`src/rtl/altsquare_stream.sv`:
```
// Streaming integer square with optional per-frame sum of squares, valid/ready backpressure
// and LSB/MSB result alignment with saturation.
module altsquare_stream #(
    parameter int unsigned DATA_WIDTH       = 16,
    parameter int unsigned RESULT_WIDTH     = 32,
    parameter int unsigned PIPELINE         = 2,
    parameter string       REPRESENTATION   = "UNSIGNED",
    parameter string       RESULT_ALIGNMENT = "LSB",
    parameter int unsigned ACC_WIDTH        = 40
) (
    input  logic                    clock,
    input  logic                    sclr,
    input  logic [DATA_WIDTH-1:0]   data,
    input  logic                    in_valid,
    input  logic                    in_last,
    input  logic                    in_mode,
    output logic                    in_ready,
    output logic [RESULT_WIDTH-1:0] result,
    output logic                    out_ovf,
    output logic                    out_valid,
    input  logic                    out_ready
);
    localparam int unsigned SqW      = 2 * DATA_WIDTH;
    localparam bit          IsSigned = (REPRESENTATION == "SIGNED");
    localparam bit          AlignMsb = (RESULT_ALIGNMENT == "MSB");

    typedef enum logic {StIdle, StAccum} state_e;

    state_e                  state_q, state_d;
    logic [ACC_WIDTH-1:0]    acc_q, acc_d;
    logic                    frame_ovf_q, frame_ovf_d;
    logic [RESULT_WIDTH-1:0] result_q, result_d;
    logic                    out_ovf_q, out_ovf_d;
    logic                    out_valid_q, out_valid_d;

    logic                    advance;
    logic [DATA_WIDTH-1:0]   mag;
    logic [SqW-1:0]          sq_in;
    logic                    exit_valid, exit_last, exit_mode;
    logic [SqW-1:0]          exit_sq;

    assign advance  = !(out_valid_q && !out_ready);
    assign in_ready = advance;

    // Negating -2^(W-1) yields 2^(W-1), which is exact as a W-bit unsigned magnitude.
    always_comb begin
        mag   = (IsSigned && data[DATA_WIDTH-1]) ? (~data + DATA_WIDTH'(1)) : data;
        sq_in = SqW'(mag) * SqW'(mag);
    end

    if (PIPELINE == 1) begin : g_comb
        assign exit_valid = in_valid;
        assign exit_last  = in_last;
        assign exit_mode  = in_mode;
        assign exit_sq    = sq_in;
    end else begin : g_pipe
        localparam int unsigned NStg = PIPELINE - 1;
        logic [NStg-1:0] vld_q, last_q, mode_q;
        logic [SqW-1:0]  sq_q [NStg];

        always_ff @(posedge clock) begin
            if (sclr) begin
                vld_q <= '0;
            end else if (advance) begin
                vld_q[0] <= in_valid;
                for (int i = 1; i < int'(NStg); i++) vld_q[i] <= vld_q[i-1];
            end
        end

        always_ff @(posedge clock) begin
            if (advance) begin
                sq_q[0]   <= sq_in;
                last_q[0] <= in_last;
                mode_q[0] <= in_mode;
                for (int i = 1; i < int'(NStg); i++) begin
                    sq_q[i]   <= sq_q[i-1];
                    last_q[i] <= last_q[i-1];
                    mode_q[i] <= mode_q[i-1];
                end
            end
        end

        assign exit_valid = vld_q[NStg-1];
        assign exit_last  = last_q[NStg-1];
        assign exit_mode  = mode_q[NStg-1];
        assign exit_sq    = sq_q[NStg-1];
    end

    // Frame accumulation; a frame's first item sees an empty accumulator.
    logic [ACC_WIDTH:0]   sum_wide;
    logic [ACC_WIDTH-1:0] sum_sat;
    logic                 sum_ovf;

    always_comb begin
        sum_wide = {1'b0, (state_q == StAccum) ? acc_q : '0} + (ACC_WIDTH + 1)'(exit_sq);
        sum_ovf  = sum_wide[ACC_WIDTH];
        sum_sat  = sum_ovf ? '1 : sum_wide[ACC_WIDTH-1:0];
    end

    logic [RESULT_WIDTH-1:0] res0, res1;
    logic                    ovf0, ovf1;

    if (RESULT_WIDTH >= SqW) begin : g_al0_ext
        always_comb begin
            res0            = '0;
            res0[SqW-1:0]   = exit_sq;
        end
        assign ovf0 = 1'b0;
    end else if (AlignMsb) begin : g_al0_msb
        assign res0 = exit_sq[SqW-1 -: RESULT_WIDTH];
        assign ovf0 = 1'b0;
    end else begin : g_al0_lsb
        assign ovf0 = |exit_sq[SqW-1:RESULT_WIDTH];
        assign res0 = ovf0 ? '1 : exit_sq[RESULT_WIDTH-1:0];
    end

    if (RESULT_WIDTH >= ACC_WIDTH) begin : g_al1_ext
        always_comb begin
            res1                  = '0;
            res1[ACC_WIDTH-1:0]   = sum_sat;
        end
        assign ovf1 = 1'b0;
    end else if (AlignMsb) begin : g_al1_msb
        assign res1 = sum_sat[ACC_WIDTH-1 -: RESULT_WIDTH];
        assign ovf1 = 1'b0;
    end else begin : g_al1_lsb
        assign ovf1 = |sum_sat[ACC_WIDTH-1:RESULT_WIDTH];
        assign res1 = ovf1 ? '1 : sum_sat[RESULT_WIDTH-1:0];
    end

    always_comb begin
        state_d     = state_q;
        acc_d       = acc_q;
        frame_ovf_d = frame_ovf_q;
        result_d    = result_q;
        out_ovf_d   = out_ovf_q;
        out_valid_d = out_valid_q;
        if (advance) begin
            out_valid_d = 1'b0;
            if (exit_valid) begin
                if (state_q == StIdle && !exit_mode) begin
                    result_d    = res0;
                    out_ovf_d   = ovf0;
                    out_valid_d = 1'b1;
                end else if (exit_last) begin
                    result_d    = res1;
                    out_ovf_d   = ovf1 | frame_ovf_q | sum_ovf;
                    out_valid_d = 1'b1;
                    acc_d       = '0;
                    frame_ovf_d = 1'b0;
                    state_d     = StIdle;
                end else begin
                    acc_d       = sum_sat;
                    frame_ovf_d = frame_ovf_q | sum_ovf;
                    state_d     = StAccum;
                end
            end
        end
    end

    always_ff @(posedge clock) begin
        if (sclr) begin
            state_q     <= StIdle;
            acc_q       <= '0;
            frame_ovf_q <= 1'b0;
            result_q    <= '0;
            out_ovf_q   <= 1'b0;
            out_valid_q <= 1'b0;
        end else begin
            state_q     <= state_d;
            acc_q       <= acc_d;
            frame_ovf_q <= frame_ovf_d;
            result_q    <= result_d;
            out_ovf_q   <= out_ovf_d;
            out_valid_q <= out_valid_d;
        end
    end

    assign result    = result_q;
    assign out_ovf   = out_ovf_q;
    assign out_valid = out_valid_q;

endmodule

```
`config.mk`:
```
export PLATFORM = sky130hd
export DESIGN_NAME = altsquare_stream
export DESIGN_NICKNAME = d
export VERILOG_FILES = /design/src/rtl/altsquare_stream.sv
export SDC_FILE = /design/constraint.sdc
export NUM_CORES = 1
export LEC_CHECK = 0
export ABC_AREA = 1
export BUFFER_PORTS_ARGS = -buffer_cell sky130_fd_sc_hd__buf_2
export CAP_MARGIN = 20
export CELL_PAD_IN_SITES_DETAIL_PLACEMENT = 1
export CELL_PAD_IN_SITES_GLOBAL_PLACEMENT = 1
export CORE_ASPECT_RATIO = 1.5
export CORE_MARGIN = 3
export CORE_UTILIZATION = 43
export DETAILED_ROUTE_END_ITERATION = 10
export GPL_TIMING_DRIVEN = 0
export PLACE_DENSITY_LB_ADDON = 0.1
export SYNTH_ARGS = -nofsm -noshare
export SYNTH_HDL_FRONTEND = slang
export SYNTH_SLANG_ARGS = --single-unit
```
`constraint.sdc`:
```
create_clock -name clock -period 5.6 [get_ports clock]
set_clock_uncertainty 0.2 [all_clocks]
set_input_delay 0.56 -clock clock [delete_from_list [all_inputs] [get_ports clock]]
set_output_delay 0.56 -clock clock [all_outputs]
set_load 0.02 [all_outputs]
```
==> results.toml <==
[status]
status = "finished with violations"
violations = "setup timing"

[placement]
port_buffers = 46
gp_congestion = 0.933
dp_hpwl_mm = 40.2

[timing]
relSlewSlack_pct = 49.8
worst_slew_pin_slew_ps = 752
rsz0062_at_grt = "true"
final-setup-viol-count = 7
final.period_utilization_pct = 103
hold_viol = 0
setup_ws_ps = -177
period_minus_slack_ps = 5780
fmax_ghz = 0.173
final_max_slew_viol_count = 0
tns_ps = -444

[layout]
multi_input_area_um2 = 10700
num_antenna_cells = 0
syn_to_final_growth_pct = 17.4
register_area_um2 = 2530
nets = 2523
layout-drive-gt1-share_pct = 14.6
n_fill_cell = 4242

[synth]
synthTopCellsByCount = "nand2_1 (619), inv_1 (461), nor2_1 (177)"
syn-num-nets = 2418
yosys-top-cells-area = "fa_1 (22%), nand2_1 (16%), inv_1 (12%), ha_1 (11%), dfxtp_1 (10%)"
postSynthCellCount = 2099
postSynth.asyncResetShare_pct = 0
synth_cell_types = 43
yosys_warnings = 0
ys.flop_type = "dfxtp_1"
synth_top_cell_by_area = "fa_1"
synth.most_common_cell = "nand2_1"
ys_seq_elements = 110
yosysTopAreaCellShare_pct = 22.0
syn-cell-area_um2 = 14700
ys_seq_area_share_pct = 17.2
syn-mean-instance-area_um2 = 7.01
synth_edf_count = 33

[power_and_ir_drop]
p_per_area_nw_per_um2 = 709
total_power_mw = 12.3
p_leak_nw = 9.61
max-vdd-ir-drop_v = 0.000610

[die]
die_area_um2 = 36500
ios = 57
fp.dieH_um = 233
core_area_um2 = 33500
rows = 82
die_w_um = 157
initial_core_util_pct = 43.9

[setup_path]
crit_type = "input pin to flop"
cp_cell_sequence = "clkbuf_16 > clkbuf_16 > buf_12 > nand2_8 > fa_1 > inv_2 > fa_1 > inv_1 > fa_1 > fa_1 > fa_1 > fa_1 > inv_2 > ha_4 > nand2_4 > nor4_4 > nand4_1 > nand3_2 > a21o_1 > a21oi_2 > xor2_1"
path_max_fanout = 6
endpoint_kind = "flop"
arrival_ps = 5700
slowest_delay_ps = 570
cp_slowest_cell = "fa_1"
critical_path.most_common_cell = "fa_1"
required_ps = 5530
crit_path_start_kind = "input pin"

[global_routing]
grt_overflow = 0
grt_pass1_vias = 14947
grt_pass1_wl_mm = 77.1
grt_use_total_pct = 27.2
antenna_found_initial = 0
grt_max_degree = 22

[run]
maxCapViolCount = 0

[cts]
cts_buffers = 9
path_clk_slew_ps = 80
clk_latency_ps = 380
cts_root_buffer = "clkbuf_16"
h-tree-depth = 3
cts.sinks = 110
cts_buffer_depth = 2
cts_tree = "built"
cts_hold_buf = 0

[hold_path]
hold_path.class = "input pin to flop"

[drt]
drt_first_pass_iters = 4
ant_nets = 0
drc = 0
drt-total-wl_mm = 49.0
vias = 13308
wl_per_cell_um = 18.7
drtIter0Drc = 416
viasPerCell = 5.06
[stage by stage]
stage	cells	cell area [um^2]	utilization, %	setup slack (ps)	hold WS, ps
global route	2629	17300	51.5	-298	206
floorplan	2099	15100	-	-62.8	245
detailed placement	2566	15900	47.5	-971	236
global placement	2565	15900	47.4	-905	236
finish	2629	17300	51.5	-177	223
CTS	2615	17000	50.6	-100	202
[critical path: cells and delay by family]
family	cells	cell delay (ps)
fa+ha+maj	7	3330
simple gates	5	870
buf+inv	6	520
xor+xnor	1	160
compound gates	2	240
[flip-flops by register name, summed over array words and instances, names as in the netlist]
register / flops
frame_ovf_q: 1
exit_last: 1
out_valid: 1
acc_q: 40
state_q: 1
exit_mode: 1
out_ovf: 1
result: 32
exit_valid: 1
g_pipe.sq_q: 31
[path summary, 6_finish.rpt]
path | cells after the start | from | endpoint | slack, ps
setup / recovery | 21 | data[10] | g_pipe.sq_q[0][29]$_DFFE_PN_ | -180
hold / removal | 1 | in_last | exit_last$_DFFE_PN_ | 220
setup reg to reg | 21 | state_q$_SDFFE_PP0P_ | result[2]$_SDFFE_PP0P_ | 1260
hold reg to reg | 2 | result[17]$_SDFFE_PP0P_ | result[17]$_SDFFE_PP0P_ | 250
[area by class of cell]
cell class                      count  area share [%]
Multi-Input combinational cell   1459            62.1
Sequential cell                   110            14.7
Inverter                          464            10.1
Timing Repair Buffer              100            4.42
Buffer                             60            4.08
Tap cell                          420            3.04
Clock buffer                       10            1.32
Clock inverter                      6           0.318
[placed cells by master (no fill, tap or decap), types with 26 or more instances in the layout]
cell / count
edfxtp_1: 33
clkbuf_1: 28
xor2_1: 35
o21ai_0: 26
clkbuf_16: 27
nand2_1: 593
ha_1: 121
nand3_1: 50
nor2_1: 173
buf_2: 44
buf_4: 47
inv_1: 440
fa_1: 156
a21oi_1: 90
dfxtp_1: 77
nand2_2: 45
[repair_timing]
| action | 4_1_cts | 5_1_grt |
|---|---|---|
| buffers inserted | 36 | 16 |
| resized for setup | 88 | 61 |
| gates cloned | 1 | 0 |
| endpoints found under the setup margin | 19 | 19 |
| pin swaps | 35 | 54 |
| hold endpoints to repair | 0 | 0 |
[routing by layer]
metal / track usage (%) / vias up / part of all wire, %
met2: 53.5 / 196 / 56
li1: - / 6472 / -
met5: 0 / - / 0
met1: 28.4 / 6524 / 37
met4: 12.9 / 0 / 5.0
met3: 2.57 / 116 / 2.0
[power breakdown]
group          internal (mW)  switching (mW)
clock                  0.312           0.344
sequential              1.29           0.130
combinational           4.44            5.73
[cells by family (layout without fill, tap and decap cells)]
group	Yosys count	after routing	synth area share (%)
fa+ha+maj	297	297	33.5
buf+inv	530	640	13.8
compound gates	167	167	6.13
flops	110	110	17.2
xor+xnor	54	54	3.21
simple gates	941	941	26.2
No activity file was read; power rests on OpenSTA's default activity.
